**src/rtl/mio_bus_if.sv**
```systemverilog
// CPU-side request/response bundle of the memory/IO bus: the controller
// holds a request level, the bus answers with a one-cycle MIO_ready pulse.
interface mio_bus_if;
   logic        MemRead;
   logic        MemWrite;
   logic        CPU_MIO;
   logic [31:0] addr;
   logic [31:0] Data_out;
   logic [31:0] Data_in;
   logic        MIO_ready;

   modport master (
      output MemRead, MemWrite, CPU_MIO, addr, Data_out,
      input  Data_in, MIO_ready
   );

   modport slave (
      input  MemRead, MemWrite, CPU_MIO, addr, Data_out,
      output Data_in, MIO_ready
   );
endinterface

```
**src/rtl/mio_bus.sv**
```systemverilog
// Multi-cycle memory/IO bus: IDLE -> WAIT -> ACK, RAM plus LED/switch IO.
// Optional macro MIO_COUNTER_EN adds a free-running counter at 0xF0000008.
module mio_bus #(
   parameter int unsigned WAIT_CYCLES = 2,
   parameter int unsigned RAM_AW      = 10
) (
   input  logic              clk,
   input  logic              reset,
   mio_bus_if.slave          bus,
   output logic [RAM_AW-1:0] ram_addr,
   output logic              ram_we,
   output logic [31:0]       ram_din,
   input  logic [31:0]       ram_dout,
   input  logic [15:0]       sw_in,
   output logic [15:0]       led_out,
   output logic [1:0]        bus_state
);

   // Handshake: a request is a level (CPU_MIO & (MemRead | MemWrite)) sampled
   // only in IDLE; MIO_ready pulses one cycle, the edge after the ACK cycle.
   typedef enum logic [1:0] {
      S_IDLE = 2'd0,
      S_WAIT = 2'd1,
      S_ACK  = 2'd2
   } state_t;

   localparam logic [31:0] IO_LED    = 32'hF000_0000;
   localparam logic [31:0] IO_SW     = 32'hF000_0004;
   localparam logic [31:0] IO_CNT    = 32'hF000_0008;
   localparam logic [3:0]  WAIT_INIT = WAIT_CYCLES[3:0];

   state_t      state_q, state_d;
   logic [3:0]  cnt_q, cnt_d;
   logic [31:0] addr_q, addr_d;
   logic [31:0] wdata_q, wdata_d;
   logic        wr_q, wr_d;
   logic        io_q, io_d;
   logic        ram_we_q, ram_we_d;
   logic        ready_q, ready_d;
   logic [31:0] data_in_q, data_in_d;
   logic [15:0] led_q, led_d;
   logic        req;
   logic        finish;
   logic [31:0] io_rdata;

   assign req    = bus.CPU_MIO & (bus.MemRead | bus.MemWrite);
   assign finish = (state_q == S_WAIT) && (cnt_q == 4'd0);

`ifdef MIO_COUNTER_EN
   logic [31:0] free_cnt_q, free_cnt_d;

   always_comb begin
      free_cnt_d = free_cnt_q + 32'd1;
      if (finish && wr_q && io_q && (addr_q == IO_CNT)) free_cnt_d = wdata_q;
   end

   always_ff @(posedge clk or negedge reset) begin
      if (!reset) free_cnt_q <= 32'd0;
      else        free_cnt_q <= free_cnt_d;
   end
`endif

   always_comb begin
      io_rdata = 32'd0;
      case (addr_q)
         IO_LED:  io_rdata = {16'h0000, led_q};
         IO_SW:   io_rdata = {16'h0000, sw_in};
`ifdef MIO_COUNTER_EN
         IO_CNT:  io_rdata = free_cnt_q;
`endif
         default: io_rdata = 32'd0;
      endcase
   end

   always_comb begin
      state_d   = state_q;
      cnt_d     = cnt_q;
      addr_d    = addr_q;
      wdata_d   = wdata_q;
      wr_d      = wr_q;
      io_d      = io_q;
      ram_we_d  = 1'b0;
      ready_d   = (state_q == S_ACK);
      data_in_d = data_in_q;
      led_d     = led_q;
      case (state_q)
         S_IDLE: begin
            if (req) begin
               addr_d   = bus.addr;
               wdata_d  = bus.Data_out;
               wr_d     = bus.MemWrite;
               io_d     = (bus.addr[31:28] == 4'hF);
               cnt_d    = WAIT_INIT;
               // Strobe lands on the first WAIT cycle only.
               ram_we_d = bus.MemWrite & (bus.addr[31:28] != 4'hF);
               state_d  = S_WAIT;
            end
         end
         S_WAIT: begin
            if (cnt_q == 4'd0) begin
               state_d = S_ACK;
               if (!wr_q) data_in_d = io_q ? io_rdata : ram_dout;
               else if (io_q && (addr_q == IO_LED)) led_d = wdata_q[15:0];
            end else begin
               cnt_d = cnt_q - 4'd1;
            end
         end
         S_ACK:   state_d = S_IDLE;
         default: state_d = S_IDLE;
      endcase
   end

   always_ff @(posedge clk or negedge reset) begin
      if (!reset) begin
         state_q   <= S_IDLE;
         cnt_q     <= 4'd0;
         addr_q    <= 32'd0;
         wdata_q   <= 32'd0;
         wr_q      <= 1'b0;
         io_q      <= 1'b0;
         ram_we_q  <= 1'b0;
         ready_q   <= 1'b0;
         data_in_q <= 32'd0;
         led_q     <= 16'd0;
      end else begin
         state_q   <= state_d;
         cnt_q     <= cnt_d;
         addr_q    <= addr_d;
         wdata_q   <= wdata_d;
         wr_q      <= wr_d;
         io_q      <= io_d;
         ram_we_q  <= ram_we_d;
         ready_q   <= ready_d;
         data_in_q <= data_in_d;
         led_q     <= led_d;
      end
   end

   assign ram_addr      = addr_q[RAM_AW+1:2];
   assign ram_din       = wdata_q;
   assign ram_we        = ram_we_q;
   assign led_out       = led_q;
   assign bus_state     = state_q;
   assign bus.Data_in   = data_in_q;
   assign bus.MIO_ready = ready_q;

endmodule

```
**src/flat_wrapper.sv**
```systemverilog
// flat-port wrapper written by rule: the top's interface ports become plain ports
module mio_bus_flat 
#(
   parameter int unsigned WAIT_CYCLES = 2,
   parameter int unsigned RAM_AW      = 10
)
  (clk, reset, ram_addr, ram_we, ram_din, ram_dout, sw_in, led_out, bus_state, bus_MemRead, bus_MemWrite, bus_CPU_MIO, bus_addr, bus_Data_out, bus_Data_in, bus_MIO_ready);
  mio_bus_if bus_i ();
  input  logic clk;
  input  logic reset;
  output logic [RAM_AW-1:0] ram_addr;
  output logic ram_we;
  output logic [31:0] ram_din;
  input  logic [31:0] ram_dout;
  input  logic [15:0] sw_in;
  output logic [15:0] led_out;
  output logic [1:0] bus_state;
  input wire logic [$bits(bus_i.MemRead)-1:0] bus_MemRead;
  input wire logic [$bits(bus_i.MemWrite)-1:0] bus_MemWrite;
  input wire logic [$bits(bus_i.CPU_MIO)-1:0] bus_CPU_MIO;
  input wire logic [$bits(bus_i.addr)-1:0] bus_addr;
  input wire logic [$bits(bus_i.Data_out)-1:0] bus_Data_out;
  output wire logic [$bits(bus_i.Data_in)-1:0] bus_Data_in;
  output wire logic [$bits(bus_i.MIO_ready)-1:0] bus_MIO_ready;
  assign bus_i.MemRead = bus_MemRead;
  assign bus_i.MemWrite = bus_MemWrite;
  assign bus_i.CPU_MIO = bus_CPU_MIO;
  assign bus_i.addr = bus_addr;
  assign bus_i.Data_out = bus_Data_out;
  assign bus_Data_in = bus_i.Data_in;
  assign bus_MIO_ready = bus_i.MIO_ready;
  mio_bus #(.WAIT_CYCLES(WAIT_CYCLES), .RAM_AW(RAM_AW)) u_core (.clk(clk), .reset(reset), .bus(bus_i), .ram_addr(ram_addr), .ram_we(ram_we), .ram_din(ram_din), .ram_dout(ram_dout), .sw_in(sw_in), .led_out(led_out), .bus_state(bus_state));
endmodule
```
**config.mk**
```make
export PLATFORM = sky130hd
export DESIGN_NAME = mio_bus_flat
export DESIGN_NICKNAME = d
export VERILOG_FILES = /design/src/rtl/mio_bus_if.sv /design/src/rtl/mio_bus.sv /design/src/flat_wrapper.sv
export SDC_FILE = /design/constraint.sdc
export NUM_CORES = 1
export LEC_CHECK = 0
export BUFFER_PORTS_ARGS = -buffer_cell sky130_fd_sc_hd__buf_4
export CORE_MARGIN = 4
export CORE_UTILIZATION = 40
export CTS_BUF_LIST = sky130_fd_sc_hd__clkbuf_4 sky130_fd_sc_hd__clkbuf_8 sky130_fd_sc_hd__clkbuf_16
export DETAILED_ROUTE_END_ITERATION = 8
export GPL_ROUTABILITY_DRIVEN = 0
export PLACE_DENSITY = 0.72
export SLEW_MARGIN = 20
export SYNTH_ARGS = -nofsm -noshare
export SYNTH_HDL_FRONTEND = slang
export SYNTH_SLANG_ARGS = --single-unit
export TNS_END_PERCENT = 1
```
**constraint.sdc**
```tcl
create_clock -name clk -period 6.2 [get_ports clk]
set_clock_uncertainty 0.2 [all_clocks]
set_input_delay 0.93 -clock clk [delete_from_list [all_inputs] [get_ports clk]]
set_output_delay 0.93 -clock clk [all_outputs]
set_load 0.01 [all_outputs]
```
# Word level (Yosys, flattened, before mapping)
# Index checks and enable logic that the tools add are counted.
# W data, S select, Z words.
# totals
ff_bits,122
input_bits,117
out_inout_bits,94
word_cells,43
# classes
addsub,1
eq_ne,9
n_mux,10
bitwise_logic,4
n_reduce_logical,9
# ops
operator,count
$eq A32 B32 Y1 const B,2
$mux W32,1
$pmux W16 S2,1
$mux W4,2
$pmux W4 S2,1
$reduce_and A3 Y1,2
$eq A4 B4 Y1 const B,1
$logic_not A4 Y1,1
$mux W2,2
$ne A2 B2 Y1 const B,2
$ne A4 B4 Y1 const B,1
$pmux W2 S2,1
$reduce_and A2 Y1,2
$reduce_and A4 Y1,1
$sub A4 B1 Y4 const B,1
$and A1 B1 Y1,2
$eq A2 B1 Y1 const B,1
$eq A2 B2 Y1 const B,1
$logic_not A2 Y1,1
$mux W1,2
$ne A2 B1 Y1 const B,1
$reduce_bool A2 Y1,1
$logic_and A1 B1 Y1,1
$not A1 Y1,1
$or A1 B1 Y1,1

# Depth between registers and ports, before layout
# logic_depth
ltp_word,4
ltp_mapped,9

# Worst setup path before layout
# OpenSTA, ideal clock, no wires.
# synth_timing
path_kind,flip-flop to flip-flop
from,register u_core.cnt_q[0]
to,register u_core.led_q[10] (netlist: u_core.led_out[10])
setup_ns,0.125
arrival_ns,2.321
path_slack_ns,3.554
stages_incl_launch_ff,9
n_path_buf,2
synth_period_minus_slack_ns,2.646
path_cell_list,dfrtp_1 -> inv_1 -> ha_1 -> or3b_1 -> buf_6 -> or4_4 -> nor3_4 -> buf_12 -> mux2_4
# synth_via
elab_chain_cells,2
# synth_lines
item,line,source
from (decl),mio_bus.sv:33,"logic [3:0] cnt_q, cnt_d;"
from (signal assigned),mio_bus.sv:127,cnt_q <= cnt_d;
$logic_not A4 Y1,n/a,
$reduce_and A4 Y1 (no line),n/a,
to (signal assigned),mio_bus.sv:135,led_q <= led_d;
to (decl),mio_bus.sv:41,"logic [15:0] led_q, led_d;"
# No other way between the ends.
# A chain may end at the register's enable or synchronous reset.

# Worst setup path after layout
# layout_timing
from,register u_core.addr_q[3]
to,register u_core.led_q[2] (netlist: u_core.led_out[2])
# layout_via
elab_chain_cells,3
# layout_lines
item,line,source
from (decl),mio_bus.sv:34,"logic [31:0] addr_q, addr_d;"
from (signal assigned),mio_bus.sv:128,addr_q <= addr_d;
$eq A32 B32 Y1,mio_bus.sv:103,else if (io_q && (addr_q == IO_LED)) led_d = wdata_q[15:0];
$logic_and A1 B1 Y1,mio_bus.sv:103,
$reduce_and A4 Y1 (no line),n/a,
# No other way between the ends.

==> results.md <==
* Relative area change from synthesis to final layout at 42.5%
* Area occupied by registers at about 0.003 mm^2
* Async S/R FF share, synth at 100%
* Setup slack, reg-to-reg at around 3 ns
* Post-detailed-route via-to-cell ratio at 5.01
* CP Max Fanout at 17
* Slowest cell delay on critical path at ~1.1 ns
* Type of the worst setup path: reg -> reg
* Flip-flop and latch count after synthesis at around 120
* Avg WL per Cell at 17.5 um
* Reg clk slew, reported paths at approximately 0.05 ns
* Clock insertion delay at the later pin of the skew report at approximately 0.41 ns
* Most used DFF post-synth: dfrtp_1
* Cell count after synthesis at roughly 390
* Power consumption at between 3 and 4 mW
* H-tree lvl count at 4
* Count of endpoints failing setup in the final report at 0
* Quantity of gates resized following cts at 0
* Height of the die at ~120 um
* Antenna diodes at 0
* Post-Syn Nets at 511
* Stages on worst setup path at 4
* Synth area leader: dfrtp_1
* Bufs and invs on worst path at 0
* Die extent in x at about 120 um
* Hold-fix buffer count after cts at 0
* Pins over their slew limit at 0
* Number of DRC markers in iteration 0 at 186
* Residual antenna-violating net count after detailed routing at 0
* Die area at around 0.015 mm^2
* Number of library cell types mapped by synthesis at 34
* Cell type of the slowest stage on the worst timing path: nor3_4
* Static leakage at about 3.6 nW
* Total half-perimeter wirelength after legalization and detailed placement at just over 10,000 um
* Sinks on Clock Net at roughly 120
* Wire length of the first global-routing pass at ~22,000 um
* Io pins at ~210
* Portion of synthesized cell area occupied by the leading cell type at between 50% and 60%
* Wirelength, routed at ~14,000 um
* Final Hold Violating Endpoints at 0
* FF-to-FF path depth at 4
* Number of inserted filler cells in the final layout at approximately 1,100
* Initial cell density of the core at between 40% and 50%
* Endpoint arrival time on the critical path at ~3.4 ns
* Slew at the pin closest to its max-slew limit at between 1 and 1.5 ns
* Final-layout setup total negative slack at 0 ns
* Result of the run: completed
* Avg Cell Area, Syn at around 13 um^2
* CTS buffer count at 17
* Clk buf depth at 2
* Critical Path Sink Type: register
* Achievable frequency at 306 MHz
* Core Area at about 0.013 mm^2
* Seq/Total Area, Yosys at 59.2%
* Site Rows at 41
* Dominant cells by area after synthesis: dfrtp_1 (59%), mux2_2 (15%), nand2_1 (3.6%)
* Highest ir drop seen on vdd at 0.000271 V
* Post-CTS setup buffer count at 0
* Net total in the final layout at 710
* Count of maximum capacitance violations at 0
* Vias after detailed routing at slightly below 4,000
* Worst slew slack as a fraction of its limit at between 30% and 40%
* Power density relative to cell area at 478 mW/mm^2
* Vias in the first global route at 4,220
* Overflow after GRT at 0
* Antenna violations before repair at 0
* Detailed Routing Iterations Pass 1 at 4
* Clock root buffer: clkbuf_16
* TritonCTS clock tree: yes
* CP delay by family, top: simple AND/OR/NAND/NOR gates
* RSZ-0062 raised after global routing: no
* Number of enable flip-flop cells after synthesis at 0
* Class of the most critical hold timing path: reg -> reg
* Count of input and output buffers at between 200 and 250
* Crit share post-route at a little over half
* Synth Warn # at 0
* Global router's overall resource usage at roughly a fifth
* Finished Core Util at 58.3%
* Pin count of the biggest net entering global routing at 73
* Critical Path Source: u_core.addr_q[3]
* Min Clock Period, post-route at around 3.3 ns
* Cells along the critical path: nor4_1 -> nand4_1 -> nor3_4 -> mux2_2
* Post-synthesis instance area at 0.00516 mm^2
* Area used by multi-input combinational logic at roughly 0.0019 mm^2
* Critical path endpoint: u_core.led_out[2]
* DRC Markers at 0
* Type of origin of the critical path: register
* Source of the worst register-to-register timing path: u_core.addr_q[3]
* Share of post-route cells with drive strength above 1 at 54.3%
* Data required time at the worst endpoint at roughly 6.3 ns
* FF-to-FF End: u_core.led_out[2]
routing by layer:
layer / vias up / part of all wire, % / track usage, %
met4: 0 / 3.2 / 10.0
met3: 33 / 8.5 / 6.96
met2: 151 / 51 / 32.1
li1: 1795 / - / -
met5: - / 0 / 0
met1: 1877 / 38 / 21.3
per-stage QoR:
stage	hold WS [ns]	instance area (um^2)	std cells	worst slack, ns
global route	0.304	7350	770	2.75
global placement	0.255	6800	744	3.03
floorplan	0.272	5160	392	3.55
detailed placement	0.261	6800	744	2.94
finish	0.272	7350	770	2.94
CTS	0.274	7350	770	2.94
worst reg2reg max path: cells and delay by family, from the launching register on:
kind             cells  cell delay, ns
and+or+nand+nor      3            2.14
DFF                  1            0.38
muxes                1            0.42
state kept, by name, indices dropped and copies added (netlist names):
signal	cells
u_core.ram_we	1
u_core.bus_state	2
u_core.bus.MIO_ready	1
u_core.bus.Data_in	32
u_core.addr_q	32
u_core.io_q	1
u_core.cnt_q	4
u_core.wr_q	1
u_core.ram_din	32
u_core.led_out	16
cell usage after synthesis (3+ instances only):
cell and n:
o311ai_0 16, nand2_1 49, mux2i_1 17, clkbuf_1 20
nor2_1 4, nand4_1 3, o21a_1 16, mux2_2 70
nand3_1 19, inv_1 4, dfrtp_1 122, nor4b_1 3
nor4_1 5, mux2_4 10, buf_4 10
cells by family (layout without fill, tap and decap cells):
logic type | count (synthesis) | count (layout) | share of synthesized area [%]
compound gates | 37 | 37 | 5.67
xor+xnor | 2 | 2 | 0.340
fa+ha+maj | 2 | 2 | 0.485
buf+inv | 38 | 244 | 3.98
flops | 122 | 122 | 59.2
mux | 97 | 97 | 21.5
simple gates | 94 | 94 | 8.88
cell usage in the layout, fill, tap and decap left out, types with 3 or more instances in the layout:
master and instances:
mux2_4 10, nand3_1 19, clkbuf_8 3, clkbuf_16 17, o21a_1 16, buf_4 214, mux2i_1 17, dfrtp_1 122
nor2_1 4, nor4_1 5, nand4_1 3, mux2_2 70, nand2_1 49, o311ai_0 16, inv_1 4
worst min path at each step:
stage,start,endpoint,slack (ns),depth (start not counted)
after CTS,u_core.bus.Data_in[28],u_core.bus.Data_in[28],0.27,2
after detailed placement,u_core.bus.Data_in[16],u_core.bus.Data_in[16],0.26,2
final,u_core.bus.Data_in[28],u_core.bus.Data_in[28],0.27,2
after floorplan,u_core.addr_q[31],u_core.addr_q[31],0.27,1
after global placement,u_core.bus.Data_in[29],u_core.bus.Data_in[29],0.26,2
after global routing,u_core.bus.Data_in[27],u_core.bus.Data_in[27],0.30,2
layout make-up:
class	count	share of cell area, %
flip-flops and latches	122	41.5
multi-input cells	232	26.0
repair buffers	214	21.8
clock buffers	22	6.55
well taps	172	2.93
clock inverters	4	0.953
inverters	4	0.204
power by group:
group          switching, mW  internal, mW
registers              0.218          1.15
logic                  0.535         0.688
clock network          0.315         0.616
(Power assumes the default switching activity.)
